`src/rtl/free_list_ctrl_pkg.sv`:
```
// Shared constants, state encoding and pointer helper for the physical-register free list.
package free_list_ctrl_pkg;

    localparam int N_WAY     = 2;
    localparam int NUM_PR    = 64;
    localparam int NUM_ARCH  = 32;
    localparam int TAG_W     = 6;
    localparam int FL_DEPTH  = NUM_PR - NUM_ARCH;
    localparam int INIT_FREE = NUM_PR - NUM_ARCH - 1;
    localparam int PTR_W     = $clog2(FL_DEPTH);
    localparam int CNT_W     = PTR_W + 1;
    localparam int LANE_W    = (N_WAY > 1) ? $clog2(N_WAY) : 1;

    localparam logic [TAG_W-1:0] NULL_TAG   = '0;
    localparam logic [CNT_W-1:0] FL_DEPTH_C = CNT_W'(FL_DEPTH);

    typedef enum logic {
        FL_NORMAL  = 1'b0,
        FL_RECOVER = 1'b1
    } fl_state_t;

    // Circular pointer advance; n never exceeds N_WAY so one fold is enough.
    function automatic logic [PTR_W-1:0] ptr_add(input logic [PTR_W-1:0] p,
                                                 input logic [CNT_W-1:0] n);
        logic [CNT_W:0] s;
        s = {2'b00, p} + {1'b0, n};
        if (s >= {1'b0, FL_DEPTH_C}) begin
            s = s - {1'b0, FL_DEPTH_C};
        end
        return s[PTR_W-1:0];
    endfunction

endpackage

```
`src/rtl/fl_lane_grant.sv`:
```
// Lane-ordered grant: each requesting lane takes the next free tag while any remain.
module fl_lane_grant
    import free_list_ctrl_pkg::*;
(
    input  logic                         i_en,
    input  logic [N_WAY-1:0]             i_req,
    input  logic [CNT_W-1:0]             i_count,
    input  logic [N_WAY-1:0][TAG_W-1:0]  i_cand,
    output logic [N_WAY-1:0][TAG_W-1:0]  o_tag,
    output logic [N_WAY-1:0]             o_grant,
    output logic [CNT_W-1:0]             o_num
);

    logic [CNT_W-1:0] w_rank;

    // w_rank is the number of grants handed to lower lanes, i.e. the offset from head.
    always_comb begin
        w_rank  = '0;
        o_tag   = '0;
        o_grant = '0;
        for (int i = 0; i < N_WAY; i++) begin
            if (i_en && i_req[i] && (w_rank < i_count)) begin
                o_grant[i] = 1'b1;
                o_tag[i]   = i_cand[w_rank[LANE_W-1:0]];
                w_rank     = w_rank + CNT_W'(1);
            end
        end
    end

    assign o_num = w_rank;

endmodule

```
`src/rtl/free_list_ctrl.sv`:
```
// Physical tag free list: same-cycle grants to dispatch lanes, retire-time reclaim,
// and rollback to the committed head/count through a one-cycle RECOVER state.
module free_list_ctrl
    import free_list_ctrl_pkg::*;
(
    input  logic                         clock,
    input  logic                         reset,
    input  logic [N_WAY-1:0]             alloc_req,
    output logic [N_WAY-1:0][TAG_W-1:0]  pr_freelist,
    output logic [N_WAY-1:0]             alloc_grant,
    output logic [CNT_W-1:0]             free_count,
    input  logic [N_WAY-1:0]             retire_valid,
    input  logic [N_WAY-1:0][TAG_W-1:0]  retire_told,
    input  logic                         rollback,
    output logic                         recovering
);

    logic [TAG_W-1:0] r_fl [FL_DEPTH];
    logic [PTR_W-1:0] r_head;
    logic [PTR_W-1:0] r_tail;
    logic [PTR_W-1:0] r_commit_head;
    logic [CNT_W-1:0] r_count;
    logic [CNT_W-1:0] r_commit_count;
    fl_state_t        r_state;

    fl_state_t                   w_state_next;
    logic [N_WAY-1:0][TAG_W-1:0] w_cand;
    logic                        w_grant_en;
    logic [CNT_W-1:0]            w_grant_num;
    logic [N_WAY-1:0]            w_push_en;
    logic [N_WAY-1:0][PTR_W-1:0] w_push_idx;
    logic [CNT_W-1:0]            w_push_num;
    logic [CNT_W-1:0]            w_retire_num;
    logic [PTR_W-1:0]            w_head_next;
    logic [PTR_W-1:0]            w_tail_next;
    logic [PTR_W-1:0]            w_commit_head_next;
    logic [CNT_W:0]              w_count_wide;
    logic [CNT_W:0]              w_commit_wide;

    // The first N_WAY entries from head are the only tags a cycle can hand out.
    generate
        for (genvar gi = 0; gi < N_WAY; gi++) begin : gen_cand
            assign w_cand[gi] = r_fl[ptr_add(r_head, CNT_W'(gi))];
        end
    endgenerate

    assign w_grant_en = (r_state == FL_NORMAL) && !rollback && !reset;

    fl_lane_grant u_grant (
        .i_en    (w_grant_en),
        .i_req   (alloc_req),
        .i_count (r_count),
        .i_cand  (w_cand),
        .o_tag   (pr_freelist),
        .o_grant (alloc_grant),
        .o_num   (w_grant_num)
    );

    // Retiring lanes with a null Told advance the commit head but push nothing.
    always_comb begin
        w_push_en    = '0;
        w_push_idx   = '0;
        w_push_num   = '0;
        w_retire_num = '0;
        for (int i = 0; i < N_WAY; i++) begin
            w_push_idx[i] = ptr_add(r_tail, w_push_num);
            if (retire_valid[i] && (retire_told[i] != NULL_TAG)) begin
                w_push_en[i] = 1'b1;
                w_push_num   = w_push_num + CNT_W'(1);
            end
            if (retire_valid[i]) begin
                w_retire_num = w_retire_num + CNT_W'(1);
            end
        end
    end

    always_comb begin
        w_tail_next        = ptr_add(r_tail, w_push_num);
        w_commit_head_next = ptr_add(r_commit_head, w_retire_num);
        w_commit_wide      = {1'b0, r_commit_count} - {1'b0, w_retire_num}
                           + {1'b0, w_push_num};
        w_head_next        = ptr_add(r_head, w_grant_num);
        w_count_wide       = {1'b0, r_count} - {1'b0, w_grant_num}
                           + {1'b0, w_push_num};
        w_state_next       = FL_NORMAL;
        if (rollback) begin
            // Restore includes this cycle's retires; their pushes still land at tail.
            w_head_next  = w_commit_head_next;
            w_count_wide = w_commit_wide;
            w_state_next = FL_RECOVER;
        end
    end

    always_ff @(posedge clock) begin
        if (reset) begin
            for (int k = 0; k < FL_DEPTH; k++) begin
                r_fl[k] <= (k < INIT_FREE) ? TAG_W'(NUM_ARCH + 1 + k) : NULL_TAG;
            end
            r_head         <= '0;
            r_commit_head  <= '0;
            r_tail         <= PTR_W'(INIT_FREE);
            r_count        <= CNT_W'(INIT_FREE);
            r_commit_count <= CNT_W'(INIT_FREE);
            r_state        <= FL_NORMAL;
        end else begin
            for (int i = 0; i < N_WAY; i++) begin
                if (w_push_en[i]) begin
                    r_fl[w_push_idx[i]] <= retire_told[i];
                end
            end
            r_head         <= w_head_next;
            r_tail         <= w_tail_next;
            r_commit_head  <= w_commit_head_next;
            r_count        <= w_count_wide[CNT_W-1:0];
            r_commit_count <= w_commit_wide[CNT_W-1:0];
            r_state        <= w_state_next;
        end
    end

    // More pushes than free slots would overwrite live entries.
    always_ff @(posedge clock) begin
        if (!reset) begin
            assert (w_count_wide <= {1'b0, FL_DEPTH_C});
            assert (w_commit_wide <= {1'b0, FL_DEPTH_C});
        end
    end

    assign free_count = r_count;
    assign recovering = (r_state == FL_RECOVER);

endmodule

```
`config.mk`:
```
export PLATFORM = sky130hd
export DESIGN_NAME = free_list_ctrl
export DESIGN_NICKNAME = d
export VERILOG_FILES = /design/src/rtl/free_list_ctrl_pkg.sv /design/src/rtl/fl_lane_grant.sv /design/src/rtl/free_list_ctrl.sv
export SDC_FILE = /design/constraint.sdc
export NUM_CORES = 1
export LEC_CHECK = 0
export CORE_ASPECT_RATIO = 1.1
export CORE_UTILIZATION = 49
export DETAILED_ROUTE_END_ITERATION = 6
export GPL_ROUTABILITY_DRIVEN = 0
export GPL_TIMING_DRIVEN = 0
export PLACE_DENSITY = 0.77
export SYNTH_ARGS = -nofsm -noshare
export SYNTH_HDL_FRONTEND = slang
export SYNTH_HIERARCHICAL = 1
export SYNTH_SLANG_ARGS = --single-unit
```
`constraint.sdc`:
```
create_clock -name clock -period 5.3 [get_ports clock]
set_input_delay 1.59 -clock clock [delete_from_list [all_inputs] [get_ports clock]]
set_output_delay 1.59 -clock clock [all_outputs]
set_load 0.005 [all_outputs]
```
==> results.tsv <==
metric	value	unit
via_per_inst	6.95	
finalSetupTns	0	ns
dr_total_vias	12600	
slew_headroom	28.7	%
die_y	185	um
path_max_fanout	10	
period_share	99.1	%
antenna_found_initial	1	
violations	DRC	
area_growth	12.1	%
final_cell_area	16700	um2
grt_pass1_vias	11700	
cpMaxStageDelayCell	mux2i_1	
synthArstFlopShare	0	%
powerDensity	337	nW/um2
leakagePower	5.20	nW
worstHoldPathType	reg2reg	
grt_start_max_net_pins	14	
syn_avg_cell_area	11.3	um2
startpoint_type	register	
routedWlPerCell	29.1	um
period_needed	5.25	ns
path_buf_inv	3	
clkTransAtPathRegs	0.06	ns
grt_pass1_wl	76.3	mm
ys_ff_latch	220	
critPathLaunch	r_head[1]	
root_buffer	clkbuf_16	
synth_top_area_cell	edfxtp_1	
rows	66	
dieArea	31200	um2
cts-htree-levels	1	
dp_hpwl	39.5	mm
die_w	168	um
path_class	reg2out	
setup_viol	0	
end_kind	output pin	
ioPinCount	40	
clkLatencyLatePin	0.53	ns
grt_usage	34.1	%
synth_commonest_cells	192 x edfxtp_1, 164 x nand2_1, 110 x nor2_1	
hp-start	r_commit_head[4]	
core	29800	um2
synth_area	14900	um2
r2r_start	free_count[3]	
arrival	3.66	ns
start_util	50.1	%
tightest_slew	1.07	ns
crit_top_cell	mux2i_1	
drv_slew	0	
cp_top_family	buffers and inverters	
drc	1	
dr.pass1.iters	7	
netlist.area_leader.share	38.6	%
ir_drop	270	uV
synth_cell_type_count	70	
dpl_cell_area	15800	um2
synth_ff_type	edfxtp_1	
required	3.71	ns
synth.most_common_cell	edfxtp_1	
hold_viol	0	
dp.cells	1770	
grt_setup_unrepaired	false	
yosysSeqAreaShare	42.3	%
pre_cts_slack	-0.808	ns
synthCells	1327	
drt_iter0_drc	2188	
yosysWarningCount	6	
numCtsBuffers	24	
fin_ws	0.0495	ns
instances_no_fill	1818	
whs	0.522	ns
portBuffers	32	
worstPathCellList	ha_1 > buf_2 > clkbuf_2 > mux4_2 > mux2i_1 > a221oi_2 > o311ai_0 > mux2i_1 > clkdlybuf4s50_1	
drive_above_1_share	18.4	%
cts_tree	built	
nNetsFinal	1445	
max_cap_violations	0	
routed_wl	52.9	mm
finalClockSkew	0.00864	ns
fmax	0.190	GHz
final_antenna_net_count	0	
synth_area_leaders	edfxtp_1 39%, mux4_2 16%, mux2i_1 7.0%	
cpPeakStageDelay	0.51	ns
cts_num_sinks	220	
gr-total-overflow	0	
synth_edf_count	192	
cts_buffer_depth	3	
ctsHoldBuffers	0	
status	finished with violations	
-- power breakdown --
part	switching, mW	internal [mW]	leakage (nW)
Sequential	0.0953	2.01	1.83
Clock	0.713	1.01	0.382
Combinational	1.10	0.717	2.99
-- worst min-delay path, stage by stage (launching register included) --
cell and delay [ns]:
dfxtp_1 0.31, o21ai_0 0.07, a21oi_1 0.08
-- layout make-up --
class,instances,area (um2)
diodes,3,7.51
plain buffers,119,571
clock buffers,29,641
clock inverters,14,149
fillers,2414,13100
inverters,48,180
multi-input cells,943,8030
flip-flops and latches,220,6330
well taps,408,510
repair buffers,34,335
-- cell families (layout without fill, tap and decap cells) --
| family | after synthesis | in the layout | synth area share, % |
|---|---|---|---|
| AOI/OAI and AO/OA | 202 | 202 | 9.65 |
| xor gates and xnor gates | 19 | 19 | 1.16 |
| adders and majority gates | 36 | 36 | 3.37 |
| buffers and inverters | 167 | 244 | 4.68 |
| DFF | 220 | 220 | 42.3 |
| muxes | 230 | 230 | 24.6 |
| other | 1 | 7 | 0.0251 |
| and+or+nand+nor | 452 | 452 | 14.2 |
-- flip-flops by register name, indices dropped and copies added, names as in the netlist --
signal	cells
r_fl	192
free_count	6
r_commit_count	6
r_commit_head	5
r_head	5
r_tail	5
recovering	1
-- worst paths after layout --
kind | to | slack (ns) | cells after the start
min reg2reg | r_commit_head[4] | 0.52 | 2
max | pr_freelist[9] | 0.05 | 9
min | r_commit_head[4] | 0.52 | 2
max reg2reg | free_count[5] | 1.70 | 12
-- cells in the final DEF (no fill, tap or decap), drive strengths merged, types with 9 or more instances in the layout --
master	instances
inv	46
nor3	38
clkinv	11
clkbuf	102
and2	12
o211ai	10
a31oi	22
or3	24
nand3	33
nor4	25
xnor2	12
nand2	164
mux4	108
o21ai	52
clkdlybuf4s50	32
dfxtp	28
buf	47
nor2b	9
edfxtp	192
ha	29
mux2	18
a21oi	51
o311ai	12
nor2	119
mux2i	104
-- metal layers --
layer  track usage (%)  share of wire (%)  vias to the layer above
met5             0.644                  0                        -
met4              23.3                8.5                        0
met3              11.0                 15                      317
met2              52.4                 44                     1230
met1              41.0                 33                     5930
li1                  -                  -                     5161
-- stage by stage --
stage               util, %  total power [mW]
finish                 56.2              5.65
global placement       52.9              3.80
floorplan                 -              3.32
CTS                    55.8              5.55
detailed placement     52.9              3.85
global route           56.1              5.80
-- repair_timing --
action / CTS / global route
gates resized for setup: 14 / 29
pin swaps: 0 / 1
endpoints found under the hold margin: 0 / 0
endpoints found under the setup margin: 75 / 66
buffers inserted: 0 / 2
No activity file was read; power rests on OpenSTA's default activity.
